## config.mk

```make
export PLATFORM = sky130hd
export DESIGN_NAME = ex_muldiv_ctrl
export DESIGN_NICKNAME = d
export VERILOG_FILES = /design/src/rtl/muldiv_pkg.sv /design/src/rtl/muldiv_step.sv /design/src/rtl/ex_muldiv_ctrl.sv
export SDC_FILE = /design/constraint.sdc
export NUM_CORES = 1
export LEC_CHECK = 0
export ABC_AREA = 0
export BUFFER_PORTS_ARGS = -buffer_cell sky130_fd_sc_hd__buf_4
export CELL_PAD_IN_SITES_DETAIL_PLACEMENT = 0
export CELL_PAD_IN_SITES_GLOBAL_PLACEMENT = 2
export CORE_AREA = 3 3 224 270
export DETAILED_ROUTE_END_ITERATION = 16
export DIE_AREA = 0 0 227 273
export PLACE_DENSITY = 0.94
export REMOVE_ABC_BUFFERS = 1
export SYNTH_ARGS = -nofsm -noshare
export SYNTH_HDL_FRONTEND = slang
export SYNTH_HIERARCHICAL = 1
export SYNTH_SLANG_ARGS = --single-unit
```

## constraint.sdc

```tcl
create_clock -name clk -period 20 [get_ports clk]
set_input_delay 4 -clock clk [delete_from_list [all_inputs] [get_ports clk]]
set_output_delay 4 -clock clk [all_outputs]
set_load 0.02 [all_outputs]
```

## src/rtl/muldiv_pkg.sv

```systemverilog
// Shared encodings for the EX-stage multiply/divide sequencer:
// op codes, FSM states and the iteration-counter width helper.
package muldiv_pkg;

    typedef enum logic [1:0] {
        OP_MULT  = 2'b00,
        OP_MULTU = 2'b01,
        OP_DIV   = 2'b10,
        OP_DIVU  = 2'b11
    } muldiv_op_e;

    typedef enum logic [1:0] {
        S_IDLE = 2'b00,
        S_RUN  = 2'b01,
        S_FIX  = 2'b10
    } muldiv_state_e;

    // Bits needed to hold WIDTH-1 in the iteration counter.
    function automatic int cnt_width(input int w);
        return (w > 1) ? $clog2(w) : 1;
    endfunction

endpackage

```

## src/rtl/muldiv_step.sv

```systemverilog
// One combinational iteration of the mul/div datapath.
// Ports: is_div_i selects restoring-divide vs shift-add multiply;
//   mcand_*  multiplicand (shifted left) / divisor (held),
//   mplier_* multiplier (shifted right) / dividend->quotient,
//   acc_*    product accumulator / partial remainder.
module muldiv_step #(
    parameter int WIDTH = 32
) (
    input  logic                 is_div_i,
    input  logic [2*WIDTH-1:0]   mcand_i,
    input  logic [WIDTH-1:0]     mplier_i,
    input  logic [2*WIDTH-1:0]   acc_i,
    output logic [2*WIDTH-1:0]   mcand_o,
    output logic [WIDTH-1:0]     mplier_o,
    output logic [2*WIDTH-1:0]   acc_o
);

    logic [WIDTH:0]       rem_sh;
    logic [WIDTH+1:0]     diff;
    logic                 q_ok;
    logic [2*WIDTH-1:0]   mul_sum;

    // Partial remainder stays below the divisor, so its low WIDTH
    // bits are enough to form the next shifted remainder.
    assign rem_sh  = {acc_i[WIDTH-1:0], mplier_i[WIDTH-1]};
    assign diff    = {1'b0, rem_sh} - {2'b00, mcand_i[WIDTH-1:0]};
    assign q_ok    = ~diff[WIDTH+1];
    assign mul_sum = acc_i + (mplier_i[0] ? mcand_i : '0);

    always_comb begin
        mcand_o  = mcand_i;
        mplier_o = mplier_i;
        acc_o    = acc_i;
        if (is_div_i) begin
            mplier_o = {mplier_i[WIDTH-2:0], q_ok};
            acc_o    = {{(WIDTH-1){1'b0}}, (q_ok ? diff[WIDTH:0] : rem_sh)};
        end else begin
            mcand_o  = mcand_i << 1;
            mplier_o = mplier_i >> 1;
            acc_o    = mul_sum;
        end
    end

endmodule

```

## src/rtl/ex_muldiv_ctrl.sv

```systemverilog
// EX-stage MULT/MULTU/DIV/DIVU sequencer owning HI/LO, with pipeline stall.
// Ports: clk, reset (async, active-high); start/op/op_a/op_b issue an op;
//   mf_req, mt_hi, mt_lo HI/LO access; flush aborts; busy, stall, done,
//   hi, lo outputs. Define MULDIV_EARLY_EXIT_EN for multiply early exit.
module ex_muldiv_ctrl
    import muldiv_pkg::*;
#(
    parameter int WIDTH = 32
) (
    input  logic             clk,
    input  logic             reset,
    input  logic             start,
    input  logic [1:0]       op,
    input  logic [WIDTH-1:0] op_a,
    input  logic [WIDTH-1:0] op_b,
    input  logic             mf_req,
    input  logic             mt_hi,
    input  logic             mt_lo,
    input  logic             flush,
    output logic             busy,
    output logic             stall,
    output logic             done,
    output logic [WIDTH-1:0] hi,
    output logic [WIDTH-1:0] lo
);

    localparam int CW = cnt_width(WIDTH);
    localparam int W2 = 2 * WIDTH;

    muldiv_state_e state_q, state_d;
    logic [CW-1:0]    cnt_q, cnt_d;
    logic [W2-1:0]    mcand_q, mcand_d;
    logic [W2-1:0]    acc_q, acc_d;
    logic [WIDTH-1:0] mplier_q, mplier_d;
    logic [WIDTH-1:0] hi_q, hi_d;
    logic [WIDTH-1:0] lo_q, lo_d;
    logic             sa_q, sa_d;
    logic             neg_q, neg_d;
    logic             div_q, div_d;
    logic             dz_q, dz_d;
    logic             done_q, done_d;

    muldiv_op_e       op_e;
    logic             in_div, in_signed;
    logic             a_neg, b_neg;
    logic [WIDTH-1:0] abs_a, abs_b;

    logic [W2-1:0]    step_mcand, step_acc;
    logic [WIDTH-1:0] step_mplier;
    logic             early_exit;

    logic [W2-1:0]    prod_fix;
    logic [WIDTH-1:0] quo_fix, rem_fix;

    assign op_e      = muldiv_op_e'(op);
    assign in_div    = (op_e == OP_DIV) || (op_e == OP_DIVU);
    assign in_signed = (op_e == OP_MULT) || (op_e == OP_DIV);
    assign a_neg     = in_signed & op_a[WIDTH-1];
    assign b_neg     = in_signed & op_b[WIDTH-1];
    assign abs_a     = a_neg ? -op_a : op_a;
    assign abs_b     = b_neg ? -op_b : op_b;

    muldiv_step #(.WIDTH(WIDTH)) u_step (
        .is_div_i (div_q),
        .mcand_i  (mcand_q),
        .mplier_i (mplier_q),
        .acc_i    (acc_q),
        .mcand_o  (step_mcand),
        .mplier_o (step_mplier),
        .acc_o    (step_acc)
    );

`ifdef MULDIV_EARLY_EXIT_EN
    // Product is final once no multiplier bits remain to be consumed.
    assign early_exit = ~div_q & ~|step_mplier;
`else
    assign early_exit = 1'b0;
`endif

    // Divide by zero: the restoring loop leaves |a| as remainder, so the
    // sign fixup of the remainder already reproduces op_a in HI.
    assign prod_fix = neg_q ? -acc_q : acc_q;
    assign quo_fix  = dz_q ? '1 : (neg_q ? -mplier_q : mplier_q);
    assign rem_fix  = sa_q ? -acc_q[WIDTH-1:0] : acc_q[WIDTH-1:0];

    assign busy  = (state_q != S_IDLE);
    assign stall = busy & (start | mf_req | mt_hi | mt_lo);
    assign done  = done_q;
    assign hi    = hi_q;
    assign lo    = lo_q;

    always_comb begin
        state_d  = state_q;
        cnt_d    = cnt_q;
        mcand_d  = mcand_q;
        mplier_d = mplier_q;
        acc_d    = acc_q;
        hi_d     = hi_q;
        lo_d     = lo_q;
        sa_d     = sa_q;
        neg_d    = neg_q;
        div_d    = div_q;
        dz_d     = dz_q;
        done_d   = 1'b0;
        unique case (state_q)
            S_IDLE: begin
                if (mt_hi) hi_d = op_a;
                if (mt_lo) lo_d = op_a;
                if (start && !flush) begin
                    state_d  = S_RUN;
                    cnt_d    = CW'(WIDTH - 1);
                    mcand_d  = {{WIDTH{1'b0}}, (in_div ? abs_b : abs_a)};
                    mplier_d = in_div ? abs_a : abs_b;
                    acc_d    = '0;
                    sa_d     = a_neg;
                    neg_d    = a_neg ^ b_neg;
                    div_d    = in_div;
                    dz_d     = in_div & (op_b == '0);
                end
            end
            S_RUN: begin
                if (flush) begin
                    state_d = S_IDLE;
                    cnt_d   = '0;
                end else begin
                    mcand_d  = step_mcand;
                    mplier_d = step_mplier;
                    acc_d    = step_acc;
                    if (cnt_q == '0 || early_exit) begin
                        state_d = S_FIX;
                        cnt_d   = '0;
                    end else begin
                        cnt_d = cnt_q - 1'b1;
                    end
                end
            end
            S_FIX: begin
                state_d = S_IDLE;
                if (!flush) begin
                    done_d = 1'b1;
                    if (div_q) begin
                        hi_d = rem_fix;
                        lo_d = quo_fix;
                    end else begin
                        hi_d = prod_fix[W2-1:WIDTH];
                        lo_d = prod_fix[WIDTH-1:0];
                    end
                end
            end
            default: begin
                state_d = S_IDLE;
                cnt_d   = '0;
            end
        endcase
    end

    always_ff @(posedge clk or posedge reset) begin
        if (reset) begin
            state_q  <= S_IDLE;
            cnt_q    <= '0;
            mcand_q  <= '0;
            mplier_q <= '0;
            acc_q    <= '0;
            hi_q     <= '0;
            lo_q     <= '0;
            sa_q     <= 1'b0;
            neg_q    <= 1'b0;
            div_q    <= 1'b0;
            dz_q     <= 1'b0;
            done_q   <= 1'b0;
        end else begin
            state_q  <= state_d;
            cnt_q    <= cnt_d;
            mcand_q  <= mcand_d;
            mplier_q <= mplier_d;
            acc_q    <= acc_d;
            hi_q     <= hi_d;
            lo_q     <= lo_d;
            sa_q     <= sa_d;
            neg_q    <= neg_d;
            div_q    <= div_d;
            dz_q     <= dz_d;
            done_q   <= done_d;
        end
    end

endmodule

```

==> results of run 1 <==
==> kinds of logic (layout without fill, tap and decap cells) <==
family | count (synthesis) | after routing | share of synthesized area
adders and majority gates | 102 | 102 | 0.0557
xor gates and xnor gates | 249 | 249 | 0.0941
AOI/OAI and AO/OA | 851 | 851 | 0.244
muxes | 111 | 111 | 0.0521
and+or+nand+nor | 1200 | 1200 | 0.248
buffers and inverters | 307 | 300 | 0.0519
DFF | 236 | 236 | 0.255
==> synth_stat cells, drive strengths merged (7+ instances only) <==
library cell / number / area [µm²]
nand2: 446 / 1680
dfrtp: 236 / 5910
nor2: 222 / 833
o21ai: 213 / 1080
a21oi: 202 / 1040
clkbuf: 186 / 699
xnor2: 168 / 1470
nand3: 151 / 756
ha: 100 / 1250
xor2: 81 / 709
inv: 77 / 289
and2: 74 / 463
mux2: 74 / 837
a31oi: 66 / 428
a21o: 60 / 452
o31ai: 54 / 420
nor3: 53 / 270
buf: 43 / 211
o221ai: 43 / 377
or3: 41 / 257
mux2i: 37 / 370
nand4: 36 / 225
and3: 33 / 206
nor4: 33 / 240
a221oi: 30 / 269
nand2b: 29 / 181
o21bai: 24 / 180
o22ai: 23 / 144
o41ai: 23 / 269
or4: 23 / 184
o211ai: 21 / 163
nor2b: 19 / 119
o21a: 19 / 143
or2: 13 / 81.3
a41oi: 11 / 104
a221o: 9 / 90.1
a211oi: 7 / 62.6
==> flip-flops by register name (all words and copies together) (netlist names), 2 cells and up <==
| name | cells |
|---|---|
| state_q | 2 |
| lo | 32 |
| acc_q | 64 |
| mcand_q | 64 |
| hi | 32 |
| mplier_q | 32 |
| cnt_q | 5 |
==> through the flow <==
stage               power (W)  hold slack, ps
floorplan             0.00219             456
global placement      0.00286             471
detailed placement    0.00288             481
CTS                   0.00349             493
global route          0.00372             531
finish                0.00352             487
==> how the worst max path moves through the flow <==
stage / from / end / slack [ps] / cells after the start
6_report: start / stall / 11270 / 3
5_1_grt: start / stall / 11250 / 3
4_1_cts: start / stall / 11260 / 3
3_5_place_dp: start / stall / 11260 / 3
3_3_place_gp: start / stall / 11270 / 3
2_1_floorplan: flush / mplier_q[26] / 6860 / 5
==> final cells by class <==
| type | instances | area share |
|---|---|---|
| Clock inverter | 14 | 0.00718 |
| Tap cell | 742 | 0.0363 |
| Inverter | 78 | 0.0117 |
| Multi-Input combinational cell | 2513 | 0.630 |
| Clock buffer | 39 | 0.0338 |
| Sequential cell | 236 | 0.231 |
| Timing Repair Buffer | 169 | 0.0505 |
==> worst max-delay path, stage by stage <==
cell and delay [ps]:
buf_4 130, o41a_1 430, buf_4 170
==> where the power goes <==
| group | internal, W | switching [W] |
|---|---|---|
| logic | 0.000757 | 0.00126 |
| registers | 0.000606 | 0.000296 |
| clock network | 0.000354 | 0.000243 |
==> layer usage <==
metal	track usage	vias to the layer above	part of all wire
li1	-	11000	-
met1	0.375	11600	0.40
met2	0.489	945	0.47
met3	0.0335	204	0.069
met4	0.141	0	0.056
met5	0	-	0
==> results.py, run 1 <==
metrics = {
    "global_route": {
        "first_global_vias": 22600,
        "grt_first_pass_wirelength_um": 141000,
        "antenna_found_initial": 0,
        "grt_usage": 0.293,
        "grt_max_degree": 173,
        "overflow": 0,
    },
    "die": {
        "die_h_um": 273,
        "rows": 97,
        "coreArea_um2": 58100,
        "die_x_um": 227,
        "ios": 140,
        "dieArea_um2": 62000,
        "start_util": 0.399,
    },
    "drt": {
        "ant_nets": 0,
        "drt-initial-drc-count": 2666,
        "drt_wl_total_um": 93800,
        "wl_per_cell_um": 24.7,
        "drc": 0,
        "via_per_inst": 6.26,
        "dr.pass1.iters": 6,
        "vias": 23700,
    },
    "clock_network": {
        "clkLatencyLatePin_ps": 600,
        "cts_hold_buf": 0,
        "post_cts_buffers": 0,
        "htree_num_levels": 1,
        "ctsResizeCount": 0,
        "clockBufferDepth": 3,
        "clk_pin_slew_ps": 60,
        "clkSinkCount": 236,
        "clockRootBuffer": "clkbuf_16",
        "cts_made_buffers": 31,
        "cts_tree": "done",
    },
    "place": {
        "port_buffers": 139,
        "gp_congestion": 0.949,
        "place_area_um2": 24600,
        "preCtsSetupSlack_ps": 11260,
        "dp.cells": 3738,
        "post-dp-hpwl_um": 68000,
    },
    "sta": {
        "period_minus_slack_ps": 8730,
        "setup_ws_ps": 11270,
        "timing.final.hold_violations": 0,
        "timing.fmax_mhz": 115,
        "clock_skew_ps": 16.3,
        "worst_slew_margin_rel": 0.245,
        "finalSetupTns_ps": 0,
        "maxSlewViolCount": 0,
        "period_share": 0.436,
        "worst_pin_slew_ps": 1130,
        "setup_viol": 0,
        "rsz0062_at_grt": "no",
    },
    "min_path": {
        "min-delay-start": "mcand_q[63]",
        "worst_hold_path_type": "flip-flop to flip-flop",
        "worstHoldPathCells": 2,
        "whs_endpoint": "mcand_q[63]",
    },
    "setup_path": {
        "rrSetupSlack_ps": 15030,
        "crit_path_end_kind": "output port",
        "critPathMaxFanout": 4,
        "r2r_start": "mplier_q[0]",
        "cp.required_ps": 16000,
        "r2r_end": "acc_q[28]",
        "setup.worst_path.class": "primary input to output port",
        "ff2ff_path_depth": 17,
        "arrival_ps": 4730,
        "crit_path_start_kind": "primary input",
    },
    "final_layout": {
        "layout-area-overhead-vs-synth_pct": 10.5,
        "drive_gt1_frac": 0.120,
        "final_net_count": 3204,
        "seqCellArea_um2": 5910,
        "fill_cells": 5834,
        "num_antenna_cells": 0,
        "final_area_um2": 25600,
        "mostFrequentLayoutCell": "nand2_1",
        "fin_util": 0.441,
        "final_cells": 3791,
        "final_cell_mix": "nand2_1, dfrtp_1, nor2_1",
        "multi_input_area_um2": 16100,
    },
    "yosys": {
        "synth_area_um2": 23200,
        "synth_seq_cells": 236,
        "synth.distinct_cells": 93,
        "yosysSeqAreaShare": 0.255,
        "synthCells": 3056,
        "syn_avg_cell_area_um2": 7.58,
        "ys.flop_type": "dfrtp_1",
        "synth_async_sr_flop_share": 1.00,
        "synth_edf_count": 0,
        "yosysWarningCount": 6,
    },
    "power_and_ir_drop": {
        "p_leak_nw": 11.3,
        "max-vdd-ir-drop_mv": 0.0725,
        "power_density_nw_per_um2": 137,
    },
    "run_status": {
        "status": "complete, no violations",
    },
    "job": {
        "drv_cap": 0,
    },
}
No activity file was read; power rests on OpenSTA's default activity.
==> inputs of run 2 (changes only) <==
--- a/config.mk
+++ b/config.mk
@@ -9,10 +9,10 @@
 export BUFFER_PORTS_ARGS = -buffer_cell sky130_fd_sc_hd__buf_4
 export CELL_PAD_IN_SITES_DETAIL_PLACEMENT = 0
 export CELL_PAD_IN_SITES_GLOBAL_PLACEMENT = 2
-export CORE_AREA = 3 3 224 270
+export CORE_AREA = 3 3 243 293
 export DETAILED_ROUTE_END_ITERATION = 16
-export DIE_AREA = 0 0 227 273
-export PLACE_DENSITY = 0.94
+export DIE_AREA = 0 0 246 296
+export PLACE_DENSITY = 0.85
 export REMOVE_ABC_BUFFERS = 1
 export SYNTH_ARGS = -nofsm -noshare
 export SYNTH_HDL_FRONTEND = slang
==> constraint.sdc (replaced) <==
create_clock -name clk -period 7 [get_ports clk]
set_input_delay 1.4 -clock clk [delete_from_list [all_inputs] [get_ports clk]]
set_output_delay 1.4 -clock clk [all_outputs]
set_load 0.02 [all_outputs]
==> run 2 against run 1 <==
Net effect: first-iteration DRC count decreased by 22%; sequential power grew to 2.7 times the previous value; cell count grew 4.8%; wire length rose by 2.0%; critical endpoint is now acc_q[28]; sequential cell count did not move; clock power rose to 3.0 times the previous value; highest routed layer is now met5; worst setup slack worse by 8700 ps.
==> results.py, run 2 (synthesis results as in run 1) <==
metrics = {
    "die": {
        "ios": 140,
        "dieArea_um2": 72800,
        "start_util": 0.339,
        "rows": 105,
        "die_x_um": 246,
        "die_h_um": 296,
        "coreArea_um2": 68400,
    },
    "clock_network": {
        "clkLatencyLatePin_ps": 650,
        "post_cts_buffers": 0,
        "clockRootBuffer": "clkbuf_16",
        "htree_num_levels": 1,
        "cts_made_buffers": 31,
        "ctsResizeCount": 0,
        "clockBufferDepth": 3,
        "cts_hold_buf": 0,
        "clkSinkCount": 236,
        "clk_pin_slew_ps": 70,
        "cts_tree": "done",
    },
    "job": {
        "drv_cap": 0,
    },
    "final_layout": {
        "final_cells": 3973,
        "final_net_count": 3210,
        "seqCellArea_um2": 5910,
        "layout-area-overhead-vs-synth_pct": 11.9,
        "multi_input_area_um2": 16100,
        "final_cell_mix": "nand2_1, dfrtp_1, nor2_1",
        "final_area_um2": 25900,
        "mostFrequentLayoutCell": "nand2_1",
        "fill_cells": 7111,
        "drive_gt1_frac": 0.123,
        "reg_top3": "acc_q (64), mcand_q (64)",
    },
    "drt": {
        "dr.pass1.iters": 5,
        "wl_per_cell_um": 24.1,
        "drc": 0,
        "drt-initial-drc-count": 2079,
        "vias": 23600,
        "drt_wl_total_um": 95700,
        "wl_met2_um": 44700,
        "via_per_inst": 5.94,
        "wl_met3_um": 6300,
        "ant_nets": 0,
        "dr.max_layer_used": "met5",
        "wl_met1_um": 39500,
    },
    "setup_path": {
        "r2r_start": "mplier_q[0]",
        "setup.worst_path.class": "flip-flop to flip-flop",
        "arrival_ps": 4960,
        "crit_start": "mplier_q[0]",
        "crit_path_start_kind": "flip-flop",
        "critPathMaxFanout": 58,
        "cp.required_ps": 7540,
        "crit_path_end_kind": "flip-flop",
    },
    "sta": {
        "clock_skew_ps": 52.7,
        "timing.fmax_mhz": 226,
        "rsz0062_at_grt": "no",
        "period_share": 0.632,
        "timing.final.hold_violations": 0,
        "period_minus_slack_ps": 4420,
        "worst_slew_margin_rel": 0.159,
        "setup_viol": 0,
        "setup_ws_ps": 2580,
        "maxSlewViolCount": 0,
        "worst_pin_slew_ps": 1260,
    },
    "global_route": {
        "grt_usage": 0.254,
        "antenna_found_initial": 8,
        "overflow": 0,
        "grt_first_pass_wirelength_um": 143000,
        "first_global_vias": 22800,
        "grt_max_degree": 170,
    },
    "place": {
        "post-dp-hpwl_um": 70400,
        "place_area_um2": 24800,
        "port_buffers": 139,
        "gp_congestion": 0.931,
        "dp.cells": 3911,
        "preCtsSetupSlack_ps": 2510,
    },
    "power_and_ir_drop": {
        "p_sw_w": 0.00513,
        "p_leak_nw": 11.3,
        "seqPwrFrac": 0.245,
        "max-vdd-ir-drop_mv": 0.253,
        "p_comb_frac": 0.579,
        "p_int_w": 0.00496,
        "pwr-share-clk": 0.176,
        "swShare": 0.508,
        "power_density_nw_per_um2": 389,
    },
    "min_path": {
        "worst_hold_path_type": "flip-flop to flip-flop",
        "min-delay-start": "mcand_q[63]",
    },
    "run_status": {
        "status": "complete, no violations",
    },
}
-- run 2: changes by cell type in the layout (fill, tap and decap cells not counted), moves of 2 or more --
cell and delta:
clkinv_2 +3, buf_4 +5, clkbuf_1 +2, diode_2 +4
clkinvlp_4 -2
-- run 2: worst max-delay path, stage by stage (launching register included) --
cell and delay, ps:
dfrtp_1 350, buf_4 430, and2_1 220, ha_1 180
fa_1 250, a211oi_2 100, o21ai_2 220, a211oi_1 140
o31ai_2 650, a21oi_1 220, o21ai_0 420, nor2b_1 300
a21boi_0 180, xnor2_1 160, o22ai_1 90, a31oi_1 170
nand3_1 90, nand2_1 110
-- run 2: through the flow --
| step | TNS (ps) | total power [W] | util | hold slack [ps] |
|---|---|---|---|---|
| 2_1_floorplan | -686760 | 0.00625 | - | 456 |
| 3_5_place_dp | 0 | 0.00822 | 0.363 | 485 |
| 5_1_grt | 0 | 0.0107 | 0.379 | 539 |
| 3_3_place_gp | 0 | 0.00817 | 0.363 | 473 |
| 4_1_cts | 0 | 0.0100 | 0.379 | 499 |
| 6_report | 0 | 0.0101 | 0.379 | 495 |
-- run 2: final cells by class --
class / count / share of cell area
Antenna cell: 4 / 0.000386
Clock inverter: 17 / 0.00902
Multi-Input combinational cell: 2513 / 0.622
Clock buffer: 41 / 0.0337
Tap cell: 909 / 0.0438
Inverter: 78 / 0.0116
Sequential cell: 236 / 0.228
Timing Repair Buffer: 175 / 0.0521
-- run 2: layer usage --
layer,GRT usage,vias up
li1,-,11000
met1,0.320,11500
met2,0.424,911
met3,0.0402,228
met4,0.123,6
met5,0,-
-- run 2: power groups by stage --
stage | Sequential (W) | Clock (W) | Combinational (W)
floorplan | 0.00249 | 0 | 0.00376
global placement | 0.00248 | 0 | 0.00569
detailed placement | 0.00248 | 0 | 0.00574
CTS | 0.00246 | 0.00181 | 0.00578
global route | 0.00251 | 0.00185 | 0.00633
finish | 0.00247 | 0.00178 | 0.00584
-- run 2: path summary, 6_finish.rpt --
kind | depth (start not counted) | slack (ps) | to
min in group asynchronous | 2 | 810 | acc_q[58]
max reg2reg | 17 | 2580 | acc_q[28]
min | 2 | 490 | mcand_q[63]
min reg2reg | 2 | 490 | mcand_q[63]
max in group asynchronous | 3 | 4850 | acc_q[7]
max | 17 | 2580 | acc_q[28]
